===== config.mk =====
export PLATFORM = sky130hd
export DESIGN_NAME = demod_llr_quantizer_flat
export DESIGN_NICKNAME = d
export VERILOG_FILES = /design/src/rtl/demod_llr_quantizer_if.sv /design/src/rtl/demod_llr_quantizer.sv /design/src/flat_wrapper.sv
export SDC_FILE = /design/constraint.sdc
export NUM_CORES = 1
export LEC_CHECK = 0
export CAP_MARGIN = 20
export CORE_UTILIZATION = 32
export DETAILED_ROUTE_END_ITERATION = 7
export HOLD_SLACK_MARGIN = 0.03
export PLACE_DENSITY = 0.59
export SLEW_MARGIN = 20
export SYNTH_ARGS = -nofsm -noshare
export SYNTH_HDL_FRONTEND = slang
export SYNTH_SLANG_ARGS = --single-unit
export TNS_END_PERCENT = 20

===== constraint.sdc =====
create_clock -name clk -period 1.9 [get_ports clk]
set_input_delay 0.38 -clock clk [delete_from_list [all_inputs] [get_ports clk]]
set_output_delay 0.38 -clock clk [all_outputs]
set_load 0.005 [all_outputs]

===== src/rtl/demod_llr_quantizer_if.sv =====
// rtl/demod_llr_quantizer_if.sv - RAM read-out / LLR stream bundle for the LLR quantizer
interface demod_llr_quantizer_if #(
  parameter int CodeLen_bits = 8,
  parameter int SampleW      = 15,
  parameter int LLRW         = 6
);
  logic                    start;
  logic                    demodulation_read_RAM;
  logic                    RAM_read_receive;
  logic                    demodulation_valid_a;
  logic                    demodulation_valid_b;
  logic [SampleW-1:0]      douta;
  logic [SampleW-1:0]      doutb;
  logic                    llr_valid;
  logic [CodeLen_bits-1:0] llr_addr;
  logic [LLRW-1:0]         llr_a;
  logic [LLRW-1:0]         llr_b;
  logic                    hard_a;
  logic                    hard_b;
  logic                    busy;
  logic                    demod_done;
  logic                    demod_error;

  // Upstream side: frame trigger, RAM acknowledge and sample pairs
  modport master (
    output start, RAM_read_receive, demodulation_valid_a, demodulation_valid_b, douta, doutb,
    input  demodulation_read_RAM, llr_valid, llr_addr, llr_a, llr_b, hard_a, hard_b,
           busy, demod_done, demod_error
  );

  // Quantizer side
  modport slave (
    input  start, RAM_read_receive, demodulation_valid_a, demodulation_valid_b, douta, doutb,
    output demodulation_read_RAM, llr_valid, llr_addr, llr_a, llr_b, hard_a, hard_b,
           busy, demod_done, demod_error
  );
endinterface


===== src/rtl/demod_llr_quantizer.sv =====
// rtl/demod_llr_quantizer.sv - sample-pair to saturated LLR / hard-decision converter
module demod_llr_quantizer #(
  parameter int CodeLen      = 256,
  parameter int CodeLen_bits = 8,
  parameter int SampleW      = 15,
  parameter int LLRW         = 6,
  parameter int SHIFT        = 9,
  parameter int TIMEOUT      = 64
) (
  input  logic                 clk,
  input  logic                 rst,
  demod_llr_quantizer_if.slave bus
);
  localparam int PAIRS = CodeLen / 2;
  localparam int WDW   = $clog2(TIMEOUT + 1);

  localparam logic signed [SampleW:0] W_RND  = (SampleW+1)'(1 << (SHIFT - 1));
  localparam logic signed [SampleW:0] W_LMAX = (SampleW+1)'((1 << (LLRW - 1)) - 1);
  localparam logic signed [SampleW:0] W_LMIN = -W_LMAX;

  typedef enum logic [1:0] {ST_IDLE, ST_REQ, ST_RECV, ST_DRAIN} state_t;

  state_t                  r_state;
  logic [CodeLen_bits-1:0] r_pairs;
  logic [WDW-1:0]          r_wd;
  logic                    r_read;
  logic                    r_llr_valid;
  logic [CodeLen_bits-1:0] r_addr;
  logic [LLRW-1:0]         r_llr_a;
  logic [LLRW-1:0]         r_llr_b;
  logic                    r_hard_a;
  logic                    r_hard_b;
  logic                    r_done;
  logic                    r_error;

  logic                    w_pair;
  logic                    w_one;
  logic                    w_accept;
  logic                    w_last;
  logic [CodeLen_bits-1:0] w_pairs_next;

  // Round half up, then clamp symmetrically so +max and -max have equal magnitude
  function automatic logic [LLRW-1:0] to_llr(input logic [SampleW-1:0] s);
    logic signed [SampleW:0] w_ext;
    logic signed [SampleW:0] w_t;
    w_ext = signed'({s[SampleW-1], s});
    w_t   = (w_ext + W_RND) >>> SHIFT;
    if (w_t > W_LMAX) return W_LMAX[LLRW-1:0];
    if (w_t < W_LMIN) return W_LMIN[LLRW-1:0];
    return w_t[LLRW-1:0];
  endfunction

  assign w_pair       = bus.demodulation_valid_a & bus.demodulation_valid_b;
  assign w_one        = bus.demodulation_valid_a ^ bus.demodulation_valid_b;
  // A pair riding on the acknowledge cycle is already part of the frame
  assign w_accept     = w_pair && ((r_state == ST_RECV) ||
                                   (r_state == ST_REQ && bus.RAM_read_receive));
  assign w_pairs_next = r_pairs + 1'b1;
  assign w_last       = w_accept && (w_pairs_next == CodeLen_bits'(PAIRS));

  // Frame control FSM plus registered conversion datapath
  always_ff @(posedge clk) begin
    if (rst) begin
      r_state     <= ST_IDLE;
      r_pairs     <= '0;
      r_wd        <= '0;
      r_read      <= 1'b0;
      r_llr_valid <= 1'b0;
      r_addr      <= '0;
      r_llr_a     <= '0;
      r_llr_b     <= '0;
      r_hard_a    <= 1'b0;
      r_hard_b    <= 1'b0;
      r_done      <= 1'b0;
      r_error     <= 1'b0;
    end else begin
      r_llr_valid <= 1'b0;
      r_done      <= 1'b0;
      if (w_accept) begin
        r_llr_valid <= 1'b1;
        r_addr      <= {r_pairs[CodeLen_bits-2:0], 1'b0};
        r_llr_a     <= to_llr(bus.douta);
        r_llr_b     <= to_llr(bus.doutb);
        r_hard_a    <= bus.douta[SampleW-1];
        r_hard_b    <= bus.doutb[SampleW-1];
        r_pairs     <= w_pairs_next;
      end
      case (r_state)
        ST_IDLE: begin
          if (bus.start) begin
            r_state <= ST_REQ;
            r_read  <= 1'b1;
            r_pairs <= '0;
            r_error <= 1'b0;
          end
        end
        ST_REQ: begin
          if (bus.RAM_read_receive) begin
            r_read  <= 1'b0;
            r_wd    <= '0;
            r_state <= w_last ? ST_DRAIN : ST_RECV;
          end
        end
        ST_RECV: begin
          if (w_pair) begin
            r_wd <= '0;
            if (w_last) r_state <= ST_DRAIN;
          end else if (w_one) begin
            r_error <= 1'b1;
          end else if (r_wd == WDW'(TIMEOUT - 1)) begin
            r_error <= 1'b1;
            r_done  <= 1'b1;
            r_state <= ST_IDLE;
          end else begin
            r_wd <= r_wd + 1'b1;
          end
        end
        ST_DRAIN: begin
          // Surplus pairs from the RAM sequencer are absorbed silently
          if (!bus.demodulation_valid_a && !bus.demodulation_valid_b) begin
            r_done  <= 1'b1;
            r_state <= ST_IDLE;
          end
        end
        default: r_state <= ST_IDLE;
      endcase
    end
  end

  assign bus.demodulation_read_RAM = r_read;
  assign bus.llr_valid             = r_llr_valid;
  assign bus.llr_addr              = r_addr;
  assign bus.llr_a                 = r_llr_a;
  assign bus.llr_b                 = r_llr_b;
  assign bus.hard_a                = r_hard_a;
  assign bus.hard_b                = r_hard_b;
  assign bus.busy                  = (r_state != ST_IDLE);
  assign bus.demod_done            = r_done;
  assign bus.demod_error           = r_error;
endmodule

===== src/flat_wrapper.sv =====
// flat-port wrapper written by rule: the top's interface ports become plain ports
module demod_llr_quantizer_flat 
#(
  parameter int CodeLen      = 256,
  parameter int CodeLen_bits = 8,
  parameter int SampleW      = 15,
  parameter int LLRW         = 6,
  parameter int SHIFT        = 9,
  parameter int TIMEOUT      = 64
)
  (clk, rst, bus_start, bus_RAM_read_receive, bus_demodulation_valid_a, bus_demodulation_valid_b, bus_douta, bus_doutb, bus_demodulation_read_RAM, bus_llr_valid, bus_llr_addr, bus_llr_a, bus_llr_b, bus_hard_a, bus_hard_b, bus_busy, bus_demod_done, bus_demod_error);
  demod_llr_quantizer_if #(.CodeLen_bits(CodeLen_bits), .SampleW(SampleW), .LLRW(LLRW)) bus_i ();
  input  logic clk;
  input  logic rst;
  input wire logic [$bits(bus_i.start)-1:0] bus_start;
  input wire logic [$bits(bus_i.RAM_read_receive)-1:0] bus_RAM_read_receive;
  input wire logic [$bits(bus_i.demodulation_valid_a)-1:0] bus_demodulation_valid_a;
  input wire logic [$bits(bus_i.demodulation_valid_b)-1:0] bus_demodulation_valid_b;
  input wire logic [$bits(bus_i.douta)-1:0] bus_douta;
  input wire logic [$bits(bus_i.doutb)-1:0] bus_doutb;
  output wire logic [$bits(bus_i.demodulation_read_RAM)-1:0] bus_demodulation_read_RAM;
  output wire logic [$bits(bus_i.llr_valid)-1:0] bus_llr_valid;
  output wire logic [$bits(bus_i.llr_addr)-1:0] bus_llr_addr;
  output wire logic [$bits(bus_i.llr_a)-1:0] bus_llr_a;
  output wire logic [$bits(bus_i.llr_b)-1:0] bus_llr_b;
  output wire logic [$bits(bus_i.hard_a)-1:0] bus_hard_a;
  output wire logic [$bits(bus_i.hard_b)-1:0] bus_hard_b;
  output wire logic [$bits(bus_i.busy)-1:0] bus_busy;
  output wire logic [$bits(bus_i.demod_done)-1:0] bus_demod_done;
  output wire logic [$bits(bus_i.demod_error)-1:0] bus_demod_error;
  assign bus_i.start = bus_start;
  assign bus_i.RAM_read_receive = bus_RAM_read_receive;
  assign bus_i.demodulation_valid_a = bus_demodulation_valid_a;
  assign bus_i.demodulation_valid_b = bus_demodulation_valid_b;
  assign bus_i.douta = bus_douta;
  assign bus_i.doutb = bus_doutb;
  assign bus_demodulation_read_RAM = bus_i.demodulation_read_RAM;
  assign bus_llr_valid = bus_i.llr_valid;
  assign bus_llr_addr = bus_i.llr_addr;
  assign bus_llr_a = bus_i.llr_a;
  assign bus_llr_b = bus_i.llr_b;
  assign bus_hard_a = bus_i.hard_a;
  assign bus_hard_b = bus_i.hard_b;
  assign bus_busy = bus_i.busy;
  assign bus_demod_done = bus_i.demod_done;
  assign bus_demod_error = bus_i.demod_error;
  demod_llr_quantizer #(.CodeLen(CodeLen), .CodeLen_bits(CodeLen_bits), .SampleW(SampleW), .LLRW(LLRW), .SHIFT(SHIFT), .TIMEOUT(TIMEOUT)) u_core (.clk(clk), .rst(rst), .bus(bus_i));
endmodule

==> results.cfg, run 1 <==
[outcome]
status = completed

[synthesis]
syn_area_per_cell_um2 = 8.22
ys_seq_area_frac = 0.365
ys.warnings.count = 0
netlist_area_um2 = 2300
ys_ff_latch = 42
synth_fp_nets = 327
synth_top_area_cell = dfxtp_1
synth_top_cell_area_share = 0.365
synth_ff_type = dfxtp_1
synth_edf_count = 0
synth_cells = 280
yosys.cell_types.count = 52
synth_area_leaders = dfxtp_1, nand2_1, ha_1
synth-async-reset-ratio = 0

[sta]
finalSetupViolCount = 0
timing.fmax_ghz = 0.527
fin_crit_sh = 0.998
fin_skew_ps = 5.58
setup_ws_ps = 3.76
min_period_ps = 1900
slew_viol_final = 0
rsz0062_at_grt = yes
hold_viol = 0

[route]
viasPerCell = 4.86
drc = 0
routedWlPerCell_um = 11.9
dr.pass1.iters = 4
via_count = 2241
first_iter_violations = 47
ant_nets = 0
wl_um = 5480

[worst_setup_path]
cp.required_ps = 2100
r2r_end = u_core.bus.llr_b[0]
arrival_ps = 2100
worstPathMaxFanout = 2
setup.worst_path.start = bus_doutb[8]
r2r-start = u_core.r_state[0]
r2r_cells = 8
cp-end-kind = flip-flop
path_class = primary input to flip-flop
rrSetupSlack_ps = 140
crit_path_start_kind = primary input

[place]
io_buffers = 45
pre_cts_ws_ps = -371
place_hpwl_um = 4010
gp_congestion = 0.848
dp.cells = 451

[clock_network]
cts-buffers-inserted = 5
clkSinkCount = 42
tritoncts = done
clkLatencyLatePin_ps = 290
holdBufCountCts = 0
path_clk_slew_ps = 80
cts_root_buf = clkbuf_8
htree_levels = 2
clock_path_buffers = 2

[pwr]
peakVddDrop_mv = 0.330
p_leak_uw = 0.00123
cellPowerDensity_nw_per_um2 = 739

[cells_and_area]
drive_above_1_share = 0.230
syn_to_final_growth_pct = 45.7
finalNetCount = 412
num_antenna_cells = 0
final_cell_count_no_fill = 461

[grt]
grt_use_total = 0.149
grt_pass1_vias = 2088
antenna_found_initial = 0
grt_pass1_wl_um = 9020
grt_max_degree = 15
gr-total-overflow = 0

[floorplan]
core_um2 = 6870
num_rows = 30
io_pins = 63
fp.dieW_um = 86.8
die_area_um2 = 7530
die_h_um = 86.8
start_util = 0.335

[hold_path]
min_from = u_core.bus.llr_a[5]
hold_path_depth = 2
hold_class = flip-flop to flip-flop
holdPathEnd = u_core.bus.llr_a[5]

[run]
cap_violations = 0
## worst max-delay path, stage by stage
cell and delay, ps:
clkdlybuf4s50_1 420, ha_1 320, or4_4 440, o221ai_2 180
nand4_1 140, a311oi_1 220
## placed cells by master, fill, tap and decap left out, types with 10 or more instances in the layout
cell type | Yosys | final
buf_4 | 1 | 47
clkdlybuf4s50_1 | 0 | 44
dfxtp_1 | 42 | 39
nand2_1 | 38 | 38
nor2_1 | 32 | 32
a21oi_1 | 18 | 18
nand3_1 | 14 | 14
xnor2_1 | 11 | 11
inv_1 | 11 | 10
## per-layer routing
metal / global-route usage / up-vias / wire length (um)
met3: 0.0352 / 4 / 204
li1: - / 1153 / -
met1: 0.183 / 1042 / 2580
met5: 0 / - / 0
met4: 0.0455 / 0 / 49
met2: 0.258 / 42 / 2650
## cell usage after synthesis, types with 2 or more instances
cell / count
dfxtp_1: 42
buf_1: 2
o21a_1: 3
nand2_1: 38
o21ai_0: 5
inv_1: 11
a211oi_1: 7
ha_1: 11
o41ai_1: 2
nand3_1: 14
a211o_1: 2
nor3_1: 6
o211ai_1: 4
and3_2: 2
buf_6: 2
a311oi_1: 2
nor2_1: 32
xor2_1: 8
mux2i_1: 2
and2_1: 2
a22oi_1: 2
xnor2_1: 11
clkbuf_1: 8
a21oi_1: 18
o221ai_1: 4
nand2b_1: 4
nand4_1: 7
or2_2: 3
o31ai_1: 2
nor2b_1: 2
## cells by family (layout without fill, tap and decap cells)
logic type,after synthesis,count (layout),synth area share
multiplexers,2,2,0.00870
AO/OA/AOI/OAI,61,61,0.197
flip-flops,42,42,0.365
adder cells (fa/ha/maj),11,11,0.0598
AND/OR/NAND/NOR,119,119,0.246
XOR/XNOR,19,19,0.0723
buffers and inverters,25,110,0.0495
other,1,1,0.00163
## report_power, final
group	switching [uW]	internal (uW)
clock network	292	252
logic	452	491
registers	40.4	951
total	785	1690
## layout make-up
cell class / count / area, um2
clock buffer: 6 / 72.6
multi-input combinational: 213 / 1460
clock inverter: 1 / 7.51
timing repair buffer: 92 / 802
sequential: 42 / 847
inverter: 11 / 41.3
fill: 695 / 3520
tap: 96 / 120
## stage by stage
step	hold slack (ps)	util	total power [uW]	setup TNS (ps)	cell area, um2
floorplan	448	-	1410	0	2300
global placement	446	0.456	1790	-4060	3130
detailed placement	449	0.456	1800	-4590	3130
CTS	459	0.475	2430	-12.4	3260
global route	477	0.488	2640	-116	3350
finish	455	0.488	2480	0	3350
## repair_timing
action | 4_1_cts | 5_1_grt
pin swaps | 2 | 5
setup endpoints to repair | 11 | 13
buffers inserted | 2 | 1
resized for setup | 12 | 14
## sequential cells by signal (all words and copies together) (netlist names), 2 cells and up
name                 count
u_core.r_state           2
u_core.bus.llr_b         6
u_core.r_pairs           8
u_core.r_wd              7
u_core.bus.llr_a         6
u_core.bus.llr_addr      7
## how the worst max path moves through the flow
stage	end
3_3_place_gp	u_core.bus.llr_a[0]
5_1_grt	u_core.bus.llr_b[0]
6_report	u_core.bus.llr_b[0]
4_1_cts	u_core.r_wd[5]
3_5_place_dp	u_core.r_wd[4]
2_1_floorplan	u_core.bus.llr_a[0]
No activity file was read; power rests on OpenSTA's default activity.
==> run 2, diff against run 1 <==
CTS_CLUSTER_SIZE = 28   (was default)
==> results of run 2 <==
Same layout as run 1: the final DEF is identical, and so are final timing and power.
==> run 3, diff against run 2 <==
PLACE_DENSITY = 0.61   (was 0.59)
clock period = 1.7 ns   (was 1.9 ns; I/O delays follow)
==> run 3 against run 2 <==
Non-clock buffer count is 27 higher. Critical path depth stayed put. Largest cell class unchanged. Clock skew about the same. The flow now finishes with violations (negative setup slack). Die area is the same. Core utilization rose by 5.1 points. Wire length rose by 9.7%. Clock-buffer cell count did not move. Power grew 35%. Via count rose by 3.8%. Clock power is 78% higher. Largest power group is now combinational cells.
==> results.cfg, run 3 (synthesized netlist as in run 1, its figures left out) <==
[worst_setup_path]
path_class = primary input to flip-flop
arrival_ps = 1940
cp.required_ps = 1910
setup.worst_path.start = bus_douta[9]
cp-end-kind = flip-flop
crit_path_start_kind = primary input
r2r-start = u_core.r_pairs[0]
worstPathMaxFanout = 3

[cells_and_area]
fillCellCount = 622
syn_to_final_growth_pct = 60.9
final_cell_count_no_fill = 489
num_antenna_cells = 0
largest_register = u_core.r_pairs
layout_common_cells = buf_4, clkdlybuf4s50_1, dfxtp_1
drive_above_1_share = 0.321
postLayoutCoreUtil = 0.539
largest_reg_flops = 8
finalNetCount = 439
final_common_cell = buf_4

[grt]
grt_pass1_vias = 2317
grt_use_met3 = 0.0286
antenna_found_initial = 0
grt_busiest_layer = met2
grt_use_met2 = 0.291
gr-total-overflow = 0
grt_max_degree = 16
grt_pass1_wl_um = 9890
grt.met1_usage = 0.200
grt_use_total = 0.165

[outcome]
status = finished with violations
violations = negative setup slack

[place]
pre_cts_ws_ps = -520
io_buffers = 45
place_hpwl_um = 4440
dp.cells = 475
gp_congestion = 0.875

[clock_network]
clock_path_buffers = 2
tritoncts = done
clkLatencyLatePin_ps = 290
htree_levels = 2
cts_root_buf = clkbuf_8
clkSinkCount = 42
holdBufCountCts = 0
cts-buffers-inserted = 5
path_clk_slew_ps = 80

[pwr]
peakVddDrop_mv = 0.356
cellPowerDensity_nw_per_um2 = 901
total_power_uw = 3340
p_leak_uw = 0.00141

[route]
via_count = 2327
drc = 0
first_iter_violations = 67
routedWlPerCell_um = 12.3
dr.pass1.iters = 4
ant_nets = 0
wl_um = 6010
viasPerCell = 4.76

[floorplan]
fp.dieW_um = 86.8
num_rows = 30
core_um2 = 6870
die_h_um = 86.8
start_util = 0.335
die_area_um2 = 7530
io_pins = 63

[sta]
finalSetupViolCount = 2
fin_crit_sh = 1.02
setup_ws_ps = -31.2
min_period_ps = 1730
fin_skew_ps = 5.63
hold_viol = 0
timing.fmax_ghz = 0.578
slew_viol_final = 0
rsz0062_at_grt = yes

[hold_path]
hold_class = flip-flop to flip-flop
min_from = u_core.bus.llr_addr[3]

[run]
cap_violations = 0
-- run 3: cell types whose count changed in the layout (fill, tap and decap cells not counted), moves of 2 or more --
cell and delta:
inv_1 -2, o41ai_1 +2, clkdlybuf4s50_1 -4, dfxtp_2 +2
xnor2_1 -2, ha_1 -4, dlygate4sd2_1 +4, ha_2 +3
bufinv_16 +2, buf_12 +2, buf_4 +24, xnor2_2 +2
-- run 3: worst paths after layout --
kind                                  to  slack (ps)  cells past startpoint
setup reg to reg       u_core.r_state[0]         -20                      5
setup / recovery     u_core.bus.llr_a[0]         -30                      6
hold / removal    u_core.bus.llr_addr[3]         460                      2
hold reg to reg   u_core.bus.llr_addr[3]         460                      2
-- run 3: final cells by class --
type	instances	area, um2	share of cell area
Tap cell	96	120	0.0324
Clock buffer	6	82.6	0.0223
Timing Repair Buffer	119	1040	0.282
Multi-Input combinational cell	213	1510	0.407
Inverter	11	43.8	0.0118
Sequential cell	42	846	0.228
Clock inverter	2	60.1	0.0162
-- run 3: per-stage QoR --
stage               TNS, ps  cell area (um2)  hold slack [ps]
CTS                    -125             3560              462
global route           -663             3700              476
global placement     -10830             3340              447
floorplan             -16.7             2310              448
detailed placement   -10890             3340              449
finish                -53.6             3700              459
-- run 3: timing repair --
item / CTS / global route
endpoints found under the hold margin: 0 / 0
buffers inserted: 3 / 2
setup endpoints to repair: 17 / 27
gates resized for setup: 18 / 24
cloned: 0 / 1
pin swaps: 6 / 8
-- run 3: critical path: stages --
cell,delay (ps)
clkdlybuf4s50_1,450
ha_2,210
or2_2,310
a2111oi_4,300
o21ai_1,120
a311oi_1,200
-- run 3: per-layer routing --
layer	share of wire	vias to the layer above	routed length [um]
li1	-	1204	-
met1	0.47	1071	2810
met2	0.48	45	2900
met3	0.037	7	221
met4	0.013	0	81
met5	0	-	0
-- run 3: power breakdown --
group / internal (uW) / leakage (uW) / switching (uW)
Clock: 627 / 0.0000714 / 344
Combinational: 698 / 0.000993 / 555
Sequential: 1060 / 0.000341 / 52.9
